## src/rtl/if_stage.sv

```systemverilog
// Fetch stage with PC register, IF/ID pipeline register and saturating
// stall/flush event counters for the 5-stage pipeline.

module if_sat_cnt #(
  parameter int W = 16
) (
  input  logic         clk,
  input  logic         rst,
  input  logic         inc,
  output logic [W-1:0] count
);
  // Holds at all-ones instead of wrapping back to zero.
  always_ff @(posedge clk) begin
    if (rst)                       count <= '0;
    else if (inc && (count != '1)) count <= count + 1'b1;
  end
endmodule

module if_stage #(
  parameter logic [31:0] RESET_PC  = 32'h0000_0000,
  parameter logic [31:0] NOP_INSTR = 32'h0000_0000,
  parameter int          CNT_W     = 16
) (
  input  logic             clk,
  input  logic             rst,
  input  logic             PCWrite,
  input  logic             IFIDWrite,
  input  logic             branch_taken,
  input  logic [31:0]      branch_target,
  output logic [31:0]      imem_addr,
  input  logic [31:0]      imem_data,
  output logic [31:0]      pc,
  output logic [31:0]      IFID_instr,
  output logic [31:0]      IFID_pc4,
  output logic             IFID_valid,
  output logic [4:0]       IFID_rs,
  output logic [4:0]       IFID_rt,
  output logic [CNT_W-1:0] stall_count,
  output logic [CNT_W-1:0] flush_count
);
  localparam int NCNT = 2;

  logic [31:0]                  pc_plus4;
  logic [NCNT-1:0]              cnt_inc;
  logic [NCNT-1:0][CNT_W-1:0]   cnt_q;
  logic [1:0]                   unused_tgt_lsb;

  assign pc_plus4       = pc + 32'd4;
  assign imem_addr      = pc;
  assign unused_tgt_lsb = branch_target[1:0];

  // A redirect overrides the stall controls for both PC and IF/ID.
  always_ff @(posedge clk) begin
    if (rst) begin
      pc         <= RESET_PC;
      IFID_instr <= NOP_INSTR;
      IFID_pc4   <= '0;
      IFID_valid <= 1'b0;
    end else if (branch_taken) begin
      pc         <= {branch_target[31:2], 2'b00};
      IFID_instr <= NOP_INSTR;
      IFID_pc4   <= '0;
      IFID_valid <= 1'b0;
    end else begin
      if (PCWrite) pc <= pc_plus4;
      if (IFIDWrite) begin
        IFID_instr <= imem_data;
        IFID_pc4   <= pc_plus4;
        IFID_valid <= 1'b1;
      end
    end
  end

  assign IFID_rs = IFID_instr[25:21];
  assign IFID_rt = IFID_instr[20:16];

  // Index 0 counts held-PC cycles (only when not redirected), index 1 flushes.
  assign cnt_inc[0] = !branch_taken && !PCWrite;
  assign cnt_inc[1] = branch_taken;

  for (genvar i = 0; i < NCNT; i++) begin : g_cnt
    if_sat_cnt #(.W(CNT_W)) u_cnt (
      .clk   (clk),
      .rst   (rst),
      .inc   (cnt_inc[i]),
      .count (cnt_q[i])
    );
  end

  assign stall_count = cnt_q[0];
  assign flush_count = cnt_q[1];
endmodule

```

## config.mk

```make
export PLATFORM = sky130hd
export DESIGN_NAME = if_stage
export DESIGN_NICKNAME = d
export VERILOG_FILES = /design/src/rtl/if_stage.sv
export SDC_FILE = /design/constraint.sdc
export NUM_CORES = 1
export LEC_CHECK = 0
export CAP_MARGIN = 20
export CORE_UTILIZATION = 50
export CTS_CLUSTER_SIZE = 25
export DETAILED_ROUTE_END_ITERATION = 10
export DONT_BUFFER_PORTS = 1
export SYNTH_ARGS = -nofsm -noshare
export SYNTH_HDL_FRONTEND = slang
export SYNTH_HIERARCHICAL = 1
export SYNTH_SLANG_ARGS = --single-unit
```

## constraint.sdc

```tcl
create_clock -name clk -period 2.48 [get_ports clk]
set_input_delay 0.744 -clock clk [delete_from_list [all_inputs] [get_ports clk]]
set_output_delay 0.744 -clock clk [all_outputs]
set_load 0.005 [all_outputs]
```

==> summary.txt, run 1 <==
Run status: finished clean
Reg2Reg Capture Point: imem_addr[25]
Die area: 13200 µm²
GR Util met1: 0.305
Final period util: 0.898
Final antenna-violating net count: 0
Fillers: 1161
Area grow syn2layout: 8.03%
Post-CTS setup buffers: 0
Final core occ: 0.563
Slowest stage delay, CP: 0.60 ns
Area leader, netlist: dfxtp_1
IO Port Bufs: 0
DR vias/cell: 6.07
Worst-path maximum fanout: 14
Maximum clock rate: 449 MHz
Register Area: 2500 µm²
Grt total ovfl: 0
DR iter-0 viols: 341
Hold Path Class: in -> reg
Cell with the largest stage delay on the worst path: or4_1
Leak pwr: 2.38 nW
Worst reg2reg path depth: 5
Final Slew Violations: 0
RSZ-0062 raised after global routing: no
Hpwl dp: 11600 µm
Register bit total from synthesis: 125
Peak VDD IR: 0.000373 V
Synth top area share: 0.394
Pre-Repair DR Iteration Count: 5
Post-synth ARST share: 0
Vias: 5327
Setup crit start: imem_addr[5]
Largest cells by area after synthesis: dfxtp_1 (39%), mux2i_1 (5.8%), buf_4 (5.4%)
Largest net degree at the start of global routing: 93
DRC viols: 0
Initial Utilization: 0.521
Cell count after synthesis: 738
Syn_area_per_cell: 8.62 µm²
Number of synthesized flops with an enable pin: 0
Fin. Hold Viols: 0
Setup Crit Path Kind: reg -> reg
Post-synth top cells: dfxtp_1 (125), nor2_1 (83), buf_4 (46)
GP Congestion: 0.798
Die Height: 115 µm
R2R setup slack: 0.25 ns
WL/cell: 18.7 µm
First-pass GRT wire length: 25800 µm
Hold buffers post-CTS: 0
# rows: 40
Total power: 4.90 mW
Multi-input logic area: 3250 µm²
Period minus WS final: 2.23 ns
Clock sink count: 125
Reg2Reg Launch Point: imem_addr[5]
Clk slew on worst S/H paths: 0.06 ns
Final WL: 16400 µm
CP endpoint kind: register
Layout net count: 769
Seq/Total Area, Yosys: 0.394
Count leader, synth: dfxtp_1
Warnings from Yosys: 6
Total Neg Setup Slack: 0 ns
Startpoint Class: register
Worst Path Buf+Inv: 1
CP Data Arrival Time: 2.54 ns
CTS Buffer Depth: 2
Io pins: 240
Mapped Area: 6360 µm²
Total number of H-tree levels: 4
Critical Path RT: 2.79 ns
Share of layout cells above drive strength 1: 0.110
Routing usage on met3: 0.0944
CTS tree: done
Die width: 115 µm
Skew-Pair Late Insertion Delay: 0.41 ns
End of the worst hold path: g_cnt[1].u_cnt/count[15]
PwrDens: 713 nW/µm²
Crit path max-delay family: simple AND/OR/NAND/NOR gates
CP cell instances: buf_4 -> and4_1 -> nand2_1 -> or4_1 -> a311oi_1
Num CTS Buffers: 17
Post-CTS Resized: 0
Root Driver: clkbuf_16
Hold path start: rst
Worst slew pin tran: 0.619 ns
Yosys cell types: 49
Hold Crit Depth: 1
Slew HR: 0.582
Crit. path cell count: 5
Layer with the highest usage: met2
Initial antenna violation count: 0
Ys flop type: dfxtp_1
Vias in the first global route: 5030
Clk_skew: 0.0109 ns
ANT cells: 0
Core area: 12200 µm²
Max-cap violations: 0
Total global-route track usage: 0.252
Final setup viols: 0
Met2 Track Usage GR: 0.404
## cell usage in the layout, fill, tap and decap left out, types with 3 or more instances in the layout
cell and n:
and3_1 7, ha_1 3, clkinvlp_4 5, nand4_4 3
xnor2_1 20, buf_4 31, nand4_1 17, or3_1 19
nand2_1 27, dfxtp_1 125, conb_1 6, o21ai_0 44
a211oi_1 18, and4_1 11, a311oi_1 10, o21a_1 4
clkbuf_16 17, inv_1 18, nand3_1 22, nor2b_1 4
xor2_1 9, nor2_1 83, a21oi_1 31, mux2i_1 37
nor4_1 16, a31oi_1 14, nand3b_1 3, o31a_1 8
or4_1 26, nor3_1 14, o31ai_1 22, clkinv_4 3
## per-stage QoR
| step | instances | setup slack, ns | hold WS (ns) | instance area, µm² |
|---|---|---|---|---|
| finish | 878 | 0.254 | 0.401 | 6870 |
| global route | 878 | 0.128 | 0.370 | 6870 |
| CTS | 878 | 0.271 | 0.376 | 6870 |
| detailed placement | 846 | 0.113 | 0.490 | 6280 |
| global placement | 846 | 0.159 | 0.480 | 6280 |
| floorplan | 743 | 0.151 | 0.465 | 6380 |
## registers in the layout (all words and copies together) (netlist names)
register,flops
IFID_instr,32
IFID_pc4,30
IFID_valid,1
g_cnt.u_cnt/count,32
imem_addr,30
## routing by layer
| metal | vias up | part of all wire |
|---|---|---|
| met3 | 22 | 0.094 |
| li1 | 2588 | - |
| met2 | 209 | 0.47 |
| met5 | - | 0 |
| met4 | 0 | 0.018 |
| met1 | 2508 | 0.42 |
## report_power, final
group / internal, mW / switching (mW)
sequential: 2.09 / 0.101
clock: 1.51 / 0.911
combinational: 0.135 / 0.161
## final cells by class
class / instances / area share
Multi-Input combinational cell: 503 / 0.473
Inverter: 18 / 0.00984
Sequential cell: 125 / 0.364
Timing Repair Buffer: 32 / 0.0368
Clock buffer: 19 / 0.0645
Tap cell: 168 / 0.0306
Clock inverter: 13 / 0.0208
## worst max-delay path by stage
stage / end
floorplan: g_cnt[0].u_cnt/count[7]
global placement: imem_addr[24]
detailed placement: imem_addr[24]
CTS: imem_addr[25]
global route: imem_addr[25]
finish: imem_addr[25]
## worst reg2reg max path, stage by stage, from the launching register on
cell      delay (ns)
dfxtp_1         0.42
buf_4           0.20
and4_1          0.31
nand2_1         0.32
or4_1           0.60
a311oi_1        0.28
## kinds of logic (layout without fill, tap and decap cells)
| logic type | Yosys count | count (layout) | synth area share |
|---|---|---|---|
| AOI/OAI and AO/OA | 162 | 162 | 0.165 |
| xor gates and xnor gates | 29 | 29 | 0.0399 |
| adders and majority gates | 3 | 3 | 0.00590 |
| buffers and inverters | 115 | 82 | 0.0982 |
| DFF | 125 | 125 | 0.394 |
| muxes | 39 | 39 | 0.0618 |
| other | 1 | 6 | 0.000590 |
| and+or+nand+nor | 264 | 264 | 0.235 |
Power figures use the tool's default switching activity.
==> run 2, diff against run 1 <==
--- a/config.mk
+++ b/config.mk
@@ -5,6 +5,7 @@
 export SDC_FILE = /design/constraint.sdc
 export NUM_CORES = 1
 export LEC_CHECK = 0
+export ABC_AREA = 1
 export CAP_MARGIN = 20
 export CORE_UTILIZATION = 50
 export CTS_CLUSTER_SIZE = 25
==> run 2 against run 1 <==
  * Combinational power decreased by 16%
  * Critical path type unchanged
  * Highest routed layer unchanged
  * Critical path depth increased by 5
  * Clock-buffer cell count unchanged
==> summary.txt, run 2 <==
Run status: finished clean
Worst reg2reg path depth: 10 (+5)
Grt total ovfl: 0 (unchanged)
Final period util: 0.741 (-0.157)
CP Data Arrival Time: 2.15 ns (-0.39 ns)
Warnings from Yosys: 6 (unchanged)
Slew HR: 0.325 (-0.257)
Initial antenna violation count: 0 (unchanged)
Area leader, netlist: dfxtp_1
Most used cell, CP: nand2_1
Post-synth top cells: nand2_1 (282), nor2_1 (150), dfxtp_1 (125)
Hold buffers post-CTS: 0 (unchanged)
Peak VDD IR: 0.000423 V (+13%)
R2R setup slack: 0.64 ns (+0.39 ns)
Hold Crit Depth: 1 (unchanged)
IO Port Bufs: 0 (unchanged)
Initial Utilization: 0.514 (-0.00652)
Clk_skew: 0.00668 ns (-0.00421 ns)
Clock sink count: 125 (unchanged)
Register bit total from synthesis: 125 (unchanged)
DR iter-0 viols: 295 (-13%)
Seq/Total Area, Yosys: 0.386 (-0.00789)
Commonest non-fill, non-tap cells in the layout: nand2_1 (282), nor2_1 (149), dfxtp_1 (125)
Total Neg Setup Slack: 0 ns (unchanged)
DRC viols: 0 (unchanged)
Mapped Area: 6490 µm² (+2.0%)
Cell with the largest stage delay on the worst path: dfxtp_1
Layout net count: 980 (+27%)
Skew-Pair Late Insertion Delay: 0.41 ns (about the same)
Placement-stage cell area: 6270 µm² (-0.14%)
Commonest non-fill, non-tap cell in the layout: nand2_1
Clk slew on worst S/H paths: 0.06 ns (about the same)
# rows: 41 (+2.5%)
Ys flop type: dfxtp_1
Synth top area share: 0.386 (-0.00789)
Setup Crit Path Kind: reg -> reg
Hold Path Class: in -> reg
Final setup viols: 0 (unchanged)
Max-cap violations: 0 (unchanged)
Critical Path RT: 2.79 ns (about the same)
Setup ws final: 0.643 ns (+0.390 ns)
Final WL: 16000 µm (-2.4%)
Leak pwr: 2.88 nW (+21%)
Vias: 5595 (+5.0%)
PwrDens: 701 nW/µm² (-1.8%)
Hpwl dp: 11500 µm (-1.0%)
Slowest stage delay, CP: 0.46 ns (-0.14 ns)
CTS Buffer Depth: 2 (unchanged)
Syn_area_per_cell: 6.75 µm² (-22%)
Number of synthesized flops with an enable pin: 0 (unchanged)
Post-CTS Resized: 0 (unchanged)
Maximum clock rate: 544 MHz (+21%)
WL/cell: 14.6 µm (-22%)
Post-CTS setup buffers: 0 (unchanged)
Total global-route track usage: 0.238 (-0.0147)
Period minus WS final: 1.84 ns (-0.390 ns)
End of the worst hold path: imem_addr[5]
RSZ-0062 raised after global routing: no
Biggest regs: IFID_instr: 32 flops, g_cnt.u_cnt/count: 32 flops
Startpoint Class: register
ANT cells: 0 (unchanged)
CP endpoint kind: register
Cell count after synthesis: 962 (+30%)
Worst-path maximum fanout: 6 (-8)
Worst slew pin tran: 1.01 ns (+0.392 ns)
Post-synth ARST share: 0 (unchanged)
Die Height: 116 µm (+1.0%)
Final hold slack: 0.401 ns (+0.000576 ns)
Area grow syn2layout: 5.50%
GP Congestion: 0.872 (+9.3%)
Largest net degree at the start of global routing: 69 (-26%)
Final antenna-violating net count: 0 (unchanged)
Share of layout cells above drive strength 1: 0.0977 (-0.0121)
Io pins: 240 (unchanged)
Pre-Repair DR Iteration Count: 4 (-1)
Largest cells by area after synthesis: dfxtp_1 (39%), nand2_1 (16%), nor2_1 (8.7%)
Final Slew Violations: 0 (unchanged)
Place WS: 0.486 ns (+0.373 ns)
Yosys cell types: 32 (-35%)
Vias in the first global route: 5163 (+2.6%)
Hold path start: rst
Final Cell Area: 6850 µm² (-0.35%)
Die width: 116 µm (+1.0%)
Total number of H-tree levels: 4 (unchanged)
Fin. Hold Viols: 0 (unchanged)
Root Driver: clkbuf_16
CP cell instances: ha_1 -> nand2_1 -> nor2_4 -> nand2_1 -> nor2_2 -> nand2_1 -> nand2_1 -> nand2_1 -> o21ai_0 -> inv_1
Reg2Reg Launch Point: imem_addr[2]
CTS tree: done
DR vias/cell: 5.12 (-16%)
First-pass GRT wire length: 24700 µm (-4.4%)
Count leader, synth: nand2_1
Core area: 12600 µm² (+3.3%)
Reg2Reg Capture Point: IFID_pc4[24]
Num CTS Buffers: 17 (unchanged)
Die area: 13400 µm² (+2.0%)
-- run 2: cell types whose count changed after synthesis, moves of 18 or more --
cell,previous run,this run
or3_1,19,0
nand2_1,27,282
o31ai_1,22,0
a21oi_1,31,69
nor2_2,0,24
inv_1,18,70
a22oi_1,0,21
a211oi_1,18,0
mux2i_1,37,0
or4_1,26,0
nor2_1,83,150
-- run 2: kinds of logic after synthesis --
family | synth area share
flip-flops | 0.386
AND/OR/NAND/NOR | 0.355
other | 0.000578
adder cells (fa/ha/maj) | 0.00579
buffers and inverters | 0.120
XOR/XNOR | 0.0202
AO/OA/AOI/OAI | 0.113
-- run 2: worst max-delay path by stage --
stage,end,slack (ns),start
5_1_grt,IFID_pc4[30],0.47,imem_addr[2]
3_3_place_gp,IFID_pc4[12],0.58,branch_taken
4_1_cts,IFID_pc4[24],0.63,imem_addr[2]
6_report,IFID_pc4[24],0.64,imem_addr[2]
2_1_floorplan,g_cnt[0].u_cnt/count[13],0.36,branch_taken
3_5_place_dp,IFID_pc4[8],0.49,branch_taken
-- run 2: cell type report --
type | instances | area (µm²)
Clock buffer | 19 | 453
Multi-Input combinational cell | 687 | 3240
Clock inverter | 13 | 118
Inverter | 72 | 270
Timing Repair Buffer | 5 | 50.0
Fill cell | 1267 | 5770
Tap cell | 172 | 215
Sequential cell | 125 | 2500
-- run 2: worst max-delay path: cells and delay by family, from the launching register on --
kind / cells / cell delay [ns]
AND/OR/NAND/NOR: 7 / 0.82
buffers and inverters: 1 / 0.05
AO/OA/AOI/OAI: 1 / 0.16
flip-flops: 1 / 0.46
adder cells (fa/ha/maj): 1 / 0.24
-- run 2: through the flow --
| step | util | power [mW] | instances |
|---|---|---|---|
| 6_report | 0.542 | 4.80 | 1093 |
| 3_3_place_gp | 0.497 | 2.47 | 1061 |
| 4_1_cts | 0.542 | 4.85 | 1093 |
| 3_5_place_dp | 0.497 | 2.48 | 1061 |
| 5_1_grt | 0.542 | 4.98 | 1093 |
| 2_1_floorplan | - | 2.48 | 967 |
-- run 2: layer usage --
metal	track usage	vias up	routed length (µm)
li1	-	2877	-
met1	0.267	2546	6710
met2	0.414	155	7860
met3	0.0811	17	1200
met4	0.0897	0	228
met5	0	-	0
-- run 2: power by group --
group	switching (mW)	total (mW)	internal, mW
clock network	0.929	2.36	1.43
logic	0.151	0.250	0.0992
registers	0.107	2.19	2.08
total	1.19	4.80	3.61
==> run 3, diff against run 2 <==
--- a/config.mk
+++ b/config.mk
@@ -11,6 +11,7 @@
 export CTS_CLUSTER_SIZE = 25
 export DETAILED_ROUTE_END_ITERATION = 10
 export DONT_BUFFER_PORTS = 1
+export PLACE_DENSITY = 0.68
 export SYNTH_ARGS = -nofsm -noshare
 export SYNTH_HDL_FRONTEND = slang
 export SYNTH_HIERARCHICAL = 1
==> constraint.sdc (replaced) <==
create_clock -name clk -period 1.6 [get_ports clk]
set_input_delay 0.48 -clock clk [delete_from_list [all_inputs] [get_ports clk]]
set_output_delay 0.48 -clock clk [all_outputs]
set_load 0.005 [all_outputs]
==> run 3 against run 2 <==
  * Global-route usage grew 1.7 points
  * Total power is 71% higher
  * Routed wire length up 6.0%
  * Via count grew 5.0%
  * Sequential power is 52% higher
  * Register-to-register slack worse by 0.60 ns
  * Flip-flop and latch count did not move
  * Largest power group unchanged
==> summary.txt, run 3 (synthesis gave the netlist of run 2 again) <==
Largest net degree at the start of global routing: 69 (unchanged)
Final Slew Violations: 0 (unchanged)
Peak VDD IR: 0.000791 V (+87%)
Area grow syn2layout: 14.1%
WL/cell: 14.8 µm (+1.1%)
Fin. Hold Viols: 0 (unchanged)
Critical Path RT: 1.92 ns (-0.87 ns)
Placement-stage cell area: 6660 µm² (+6.1%)
Total number of H-tree levels: 4 (unchanged)
Clk slew on worst S/H paths: 0.06 ns (about the same)
First-pass GRT wire length: 26000 µm (+5.4%)
Slew HR: 0.654 (+0.329)
Initial antenna violation count: 0 (unchanged)
Die Height: 116 µm (unchanged)
IO Port Bufs: 0 (unchanged)
Root Driver: clkbuf_16
CTS tree: done
Commonest non-fill, non-tap cell in the layout: nand2_1
DR iter-0 viols: 326 (+11%)
Final WL: 17000 µm (+6.0%)
CP endpoint kind: register
Maximum clock rate: 642 MHz (+18%)
Setup Crit Path Kind: reg -> reg
Vias: 5873 (+5.0%)
Hold Path Class: in -> reg
Commonest non-fill, non-tap cells in the layout: nand2_1 (280), nor2_1 (146), dfxtp_1 (121)
Final antenna-violating net count: 0 (unchanged)
Grt total ovfl: 0 (unchanged)
Layout net count: 1033 (+5.4%)
Clock sink count: 125 (unchanged)
Startpoint Class: register
Fillers: 1220 (-3.7%)
Hold buffers post-CTS: 0 (unchanged)
Final Cell Area: 7410 µm² (+8.2%)
Num CTS Buffers: 17 (unchanged)
Die area: 13400 µm² (unchanged)
ANT cells: 0 (unchanged)
CTS Buffer Depth: 2 (unchanged)
Core area: 12600 µm² (unchanged)
PwrDens: 1110 nW/µm² (+58%)
Vias in the first global route: 5392 (+4.4%)
Run status: finished clean
Initial Utilization: 0.514 (unchanged)
Final period util: 0.973 (+0.232)
Total Neg Setup Slack: 0 ns (unchanged)
Period minus WS final: 1.56 ns (-0.280 ns)
Skew-Pair Late Insertion Delay: 0.42 ns (about the same)
Final setup viols: 0 (unchanged)
Die width: 116 µm (unchanged)
Clk_skew: 0.00860 ns (+0.00192 ns)
Share of layout cells above drive strength 1: 0.162 (+0.0645)
Biggest regs: IFID_instr: 32 flops, g_cnt.u_cnt/count: 32 flops
Final core occ: 0.587 (+0.0444)
GP Congestion: 0.846 (-3.0%)
Worst-path maximum fanout: 5 (-1)
# rows: 41 (unchanged)
CP Data Arrival Time: 1.87 ns (-0.28 ns)
Total global-route track usage: 0.254 (+0.0170)
DR vias/cell: 5.12 (+0.11%)
Io pins: 240 (unchanged)
RSZ-0062 raised after global routing: yes
Max-cap violations: 0 (unchanged)
Leak pwr: 3.21 nW (+12%)
Worst slew pin tran: 0.519 ns (-0.492 ns)
Pre-Repair DR Iteration Count: 5 (+1)
Final hold slack: 0.129 ns (-0.273 ns)
Hpwl dp: 11900 µm (+3.6%)
DRC viols: 0 (unchanged)
run 3: cell types whose count changed in the layout (fill, tap and decap cells not counted), moves of 4 or more:
cell       change
buf_4         +52
bufinv_16      +4
o21ai_1        +5
dfxtp_2        +4
o21ai_0        -6
dfxtp_1        -4
run 3: through the flow:
| step | cells | total power [mW] | worst slack (ns) |
|---|---|---|---|
| 2_1_floorplan | 967 | 3.85 | -0.0255 |
| 3_3_place_gp | 1110 | 3.93 | 0.0466 |
| 3_5_place_dp | 1110 | 3.94 | 0.0189 |
| 4_1_cts | 1142 | 8.27 | 0.0128 |
| 5_1_grt | 1146 | 8.50 | -0.0525 |
| 6_report | 1146 | 8.21 | 0.0434 |
run 3: path summary, 6_finish.rpt:
| check | startpoint | to | slack (ns) | depth (start not counted) |
|---|---|---|---|---|
| hold reg to reg | IFID_instr[7] | IFID_instr[7] | 0.48 | 2 |
| setup reg to reg | imem_addr[3] | IFID_pc4[28] | 0.04 | 10 |
| setup / recovery | imem_addr[3] | IFID_pc4[28] | 0.04 | 10 |
| hold / removal | rst | imem_addr[10] | 0.13 | 1 |
run 3: critical path, cell delays in order (launching register included):
cell	delay, ns
dfxtp_2	0.33
ha_2	0.19
nand2_2	0.07
nor2_4	0.16
nand2_4	0.10
nor2_4	0.25
nand2_1	0.08
nand2_1	0.06
nand2_1	0.06
o21ai_1	0.12
inv_1	0.04
run 3: per-layer routing:
layer / wire length (µm) / vias to the layer above / GRT usage
li1: - / 2987 / -
met1: 7260 / 2646 / 0.300
met2: 7870 / 208 / 0.417
met3: 1490 / 32 / 0.101
met4: 342 / 0 / 0.0940
met5: 0 / - / 0
run 3: repair_timing:
action,CTS,global route
endpoints found under the setup margin,1,40
hold endpoints to repair,0,0
resized for setup,1,22
pin swaps,0,9
setup buffers,0,4
run 3: area by class of cell:
| type | count | area, µm² | area share |
|---|---|---|---|
| clock buffer | 19 | 453 | 0.0612 |
| clock inverter | 13 | 211 | 0.0286 |
| inverter | 72 | 270 | 0.0365 |
| multi-input combinational | 687 | 3290 | 0.444 |
| sequential | 125 | 2510 | 0.339 |
| tap | 172 | 215 | 0.0291 |
| timing repair buffer | 58 | 460 | 0.0622 |
run 3: power by group:
group / internal (mW) / switching, mW
Clock: 2.86 / 1.47
Sequential: 3.22 / 0.0975
Combinational: 0.229 / 0.331
Total: 6.31 / 1.90
==> RTL change 1, RTL diff (settings of run 1) <==
Change the parameter `CNT_W` from 16 to 32.
--- a/src/rtl/if_stage.sv
+++ b/src/rtl/if_stage.sv
@@ -20,5 +20,5 @@
   parameter logic [31:0] RESET_PC  = 32'h0000_0000,
   parameter logic [31:0] NOP_INSTR = 32'h0000_0000,
-  parameter int          CNT_W     = 16
+  parameter int          CNT_W     = 32
 ) (
   input  logic             clk,
Ports: changed (resized flush_count and stall_count); port bits go from 240 to 272. No check against the original RTL was run, so the function may have changed too.
==> RTL change 1 against run 1 <==
Non-clock buffer count up 24; sequential cell count increased by 32; area after synthesis is 26% higher; sequential share of layout area down 0.39 points; design area increased by 27%; setup slack got worse by 80 ps; total power increased by 15%; routed wire length grew 30%; cell count is 29% higher; clock skew down 1.1 ps; critical path type unchanged; largest cell class unchanged; largest power group is now registers; highest routed layer unchanged.
==> RTL change 1: results (changes against run 1) <==
Run status
  – Status: completed

Layout
  – Seq. cell area: 3140 um^2 (+26%)
  – Antenna Cells: 1 (+1)
  – Biggest regs: g_cnt.u_cnt/count x64, IFID_instr x32
  – Multi-Input Combinational: 659 (+31%)
  – Area of the multi-input gates: 4240 um^2 (+30%)
  – Cell area after layout: 8720 um^2 (+27%)
  – Buffers excl. clock: 56 (+75%)
  – Layout clock area frac: 0.0677 (-0.0175)
  – Nets: 979 (+27%)
  – Inverters: 16 (-2)
  – Filler instances: 1,425 (+23%)

Routing
  – DR iter-0 viols: 488 (+43%)
  – M1 wire length: 9190 um (+33%)
  – DR pass1 iterations: 6 (+1)
  – Routed vias: 6,998 (+31%)
  – DRT Wirelength: 21,300 um (+30%)
  – Total length of routed met3 wires: 1740 um (+13%)
  – Via-to-Cell Ratio: 6.18 (+1.9%)

Power
  – Leakage Power: 2.92 nW (+22%)
  – Switching pwr: 1.47 mW (+25%)
  – Logic pwr share: 0.053 (-0.007)
  – Peak VDD IR: 0.468 mV (+26%)
  – Sequential power share: 0.479 (+0.033)

Timing
  – Worst-Margin Slew: 633 ps (+14.0 ps)
  – Fmax: 434 MHz (-3.5%)
  – Worst hold slack: 389 ps (-11.4 ps)

Placed design
  – DP Wirelength: 15,200 um (+32%)
  – Cell Area, Placed: 8130 um^2 (+29%)

Setup path
  – R2r setup slk: 170 ps (-80 ps)
  – R2r startpoint: g_cnt[1].u_cnt/count[17]$_SDFFE_PP0P_
  – End of the worst register-to-register path: g_cnt[1].u_cnt/count[30]$_SDFFE_PP0P_
  – CP max FO: 6 (-8)
  – Arrival @ worst endpoint: 2670 ps (+130 ps)

Synth
  – Top post-synthesis cells by count: 157 x dfxtp_1, 99 x nor2_1, 55 x a21oi_1, 52 x o21ai_0, 46 x buf_4
  – Avg Cell Area, Syn: 8.54 um^2 (-0.89%)

Global routing
  – Met1 global-route usage: 0.316 (+0.0110)
  – Vias in the first global route: 6,619 (+32%)
  – Largest net degree at the start of global routing: 101 (+8.6%)
  – Grt met2 use: 0.421 (+0.0177)
  – First-pass GRT wire length: 34,000 um (+32%)
  – Met3 Usage GRT: 0.0852 (-0.00912)

Min path
  – Hold EP: g_cnt[0].u_cnt/count[12]$_SDFFE_PP0P_
[RTL change 1: changes by cell type in the layout (fill, tap and decap cells not counted), sizes merged, moves of 12 or more]
cell   delta
a21oi    +24
buf      +24
dfxtp    +32
nand3    +16
nand4    +12
nor2     +16
o31ai    +12
or3      +16
[RTL change 1: cells by family (layout without fill, tap and decap cells)]
| kind of cell | Yosys count | in the layout | share of synthesized area |
|---|---|---|---|
| simple gates | 356 | 356 | 0.249 |
| compound gates | 214 | 214 | 0.174 |
| flops | 157 | 157 | 0.392 |
| buf+inv | 127 | 104 | 0.0842 |
| mux | 41 | 41 | 0.0519 |
| xor+xnor | 39 | 39 | 0.0426 |
| fa+ha+maj | 3 | 3 | 0.00469 |
| other cells | 1 | 7 | 0.000468 |
[RTL change 1: worst max-delay path, cell delays in order, from the launching register on]
cell	delay, ps
dfxtp_1	440
nand3_2	170
or3b_1	540
or3_4	450
or4_1	470
a21oi_1	160
==> RTL change 2, RTL diff (settings of run 1) <==
Made on the original files. Put a register stage on the outputs `stall_count` and `flush_count`, cleared by the reset. The values now appear one clock later. The other outputs are not delayed to match.
--- a/src/rtl/if_stage.sv
+++ b/src/rtl/if_stage.sv
@@ -88,6 +88,13 @@
   end
 
-  assign stall_count = cnt_q[0];
-  assign flush_count = cnt_q[1];
+  always_ff @(posedge clk) begin
+    if (rst) begin
+      stall_count <= '0;
+      flush_count <= '0;
+    end else begin
+      stall_count <= cnt_q[0];
+      flush_count <= cnt_q[1];
+    end
+  end
 endmodule
 
Formal check against the unedited RTL: not equivalent (a bounded check fails within 4 cycles, from zero or initial values and one cycle with rst high).
==> RTL change 2 against run 1 <==
Area after synthesis grew 16%; design area increased by 13%; sequential cell count grew 32; routed wire length up 10%; setup slack gained 48 ps; non-clock buffer count fell by 5; total power grew 11%; first-iteration DRC count rose by 4.4%; critical path type unchanged; critical endpoint is now imem_addr[21]$_SDFFE_PP0N_; largest cell class unchanged.
==> RTL change 2: results (changes against run 1) <==
Setup path
  – Slowest CP cell: or4_1
  – R2r setup slk: 300 ps (+50 ps)
  – Arrival @ worst endpoint: 2510 ps (-30 ps)
  – Critical path's largest stage delay: 500 ps (-100 ps)

Synth
  – Seq/Total Area, Yosys: 0.426 (+0.0327)
  – Avg Cell Area, Syn: 8.88 um^2 (+3.1%)
  – Post-synthesis cell type count: 56 (+14%)
  – Top post-synthesis cells by count: 157 x dfxtp_1, 92 x nor2_1, 51 x buf_4, 38 x clkbuf_1

Layout
  – Share of cells above drive strength 1: 0.0941 (-0.0157)
  – Nets: 845 (+9.9%)

Timing
  – Slew HR: 0.456 (-0.126)
  – Worst hold slack: 385 ps (-15.9 ps)

Clocking
  – Clock latency on the worst-skew pair: 430 ps (+20 ps)
  – CTS Buf Count: 17 (unchanged)

Routing
  – Via-to-Cell Ratio: 6.05 (-0.34%)
  – DRT Wirelength: 18,000 um (+10%)

Power
  – Peak VDD IR: 0.469 mV (+26%)
  – Leakage Power: 2.66 nW (+12%)

Global routing
  – Largest net degree at the start of global routing: 99 (+6.5%)
  – Vias in the first global route: 5,327 (+5.9%)
  – Tot GR Track Use: 0.234 (-0.0183)
  – First-pass GRT wire length: 27,400 um (+6.2%)

Placed design
  – Cell Area, Placed: 7170 um^2 (+14%)
  – GPL Wtd Cong: 0.848 (+6.3%)
  – DP Wirelength: 12,400 um (+7.2%)

Run status
  – Status: completed

Min path
  – Hold EP: stall_count[1]$_SDFF_PP0_
RTL change 2: cells by family after synthesis:
| logic type | after synthesis | synth area share |
|---|---|---|
| adder cells (fa/ha/maj) | 3 | 0.00509 |
| XOR/XNOR | 25 | 0.0297 |
| flip-flops | 157 | 0.426 |
| multiplexers | 38 | 0.0519 |
| AO/OA/AOI/OAI | 160 | 0.145 |
| buffers and inverters | 125 | 0.0971 |
| other | 1 | 0.000509 |
| AND/OR/NAND/NOR | 321 | 0.245 |
RTL change 2: stage by stage:
step / setup slack, ps / utilization / std cells
floorplan: 133 / - / 835
global placement: 163 / 0.495 / 938
detailed placement: 161 / 0.495 / 938
CTS: 298 / 0.534 / 970
global route: 143 / 0.534 / 970
finish: 301 / 0.534 / 970
RTL change 2: cell type report:
class	instances	area (um^2)
clock buffer	18	439
clock inverter	14	124
fill	1330	6740
inverter	17	63.8
multi-input combinational	553	3530
sequential	157	3140
tap	184	230
timing repair buffer	27	203
RTL change 2: routing by layer:
metal / routed length (um) / up-vias / global-route usage / part of all wire
met3: 1550 / 18 / 0.0918 / 0.086
met5: 0 / - / 0 / 0
li1: - / 2859 / - / -
met4: 272 / 0 / 0.0919 / 0.015
met1: 7600 / 2798 / 0.274 / 0.42
met2: 8620 / 190 / 0.382 / 0.48
RTL change 2: power breakdown:
part / internal (mW) / total (mW) / leakage, nW / switching [mW]
clock network: 1.34 / 2.46 / 0.262 / 1.12
logic: 0.131 / 0.283 / 1.12 / 0.152
registers: 2.60 / 2.70 / 1.28 / 0.102
RTL change 2: worst max-delay path, delay by kind of cell (launching register included):
kind | cells | cell delay, ps
compound gates | 1 | 270
flops | 1 | 450
buf+inv | 1 | 200
simple gates | 3 | 1160
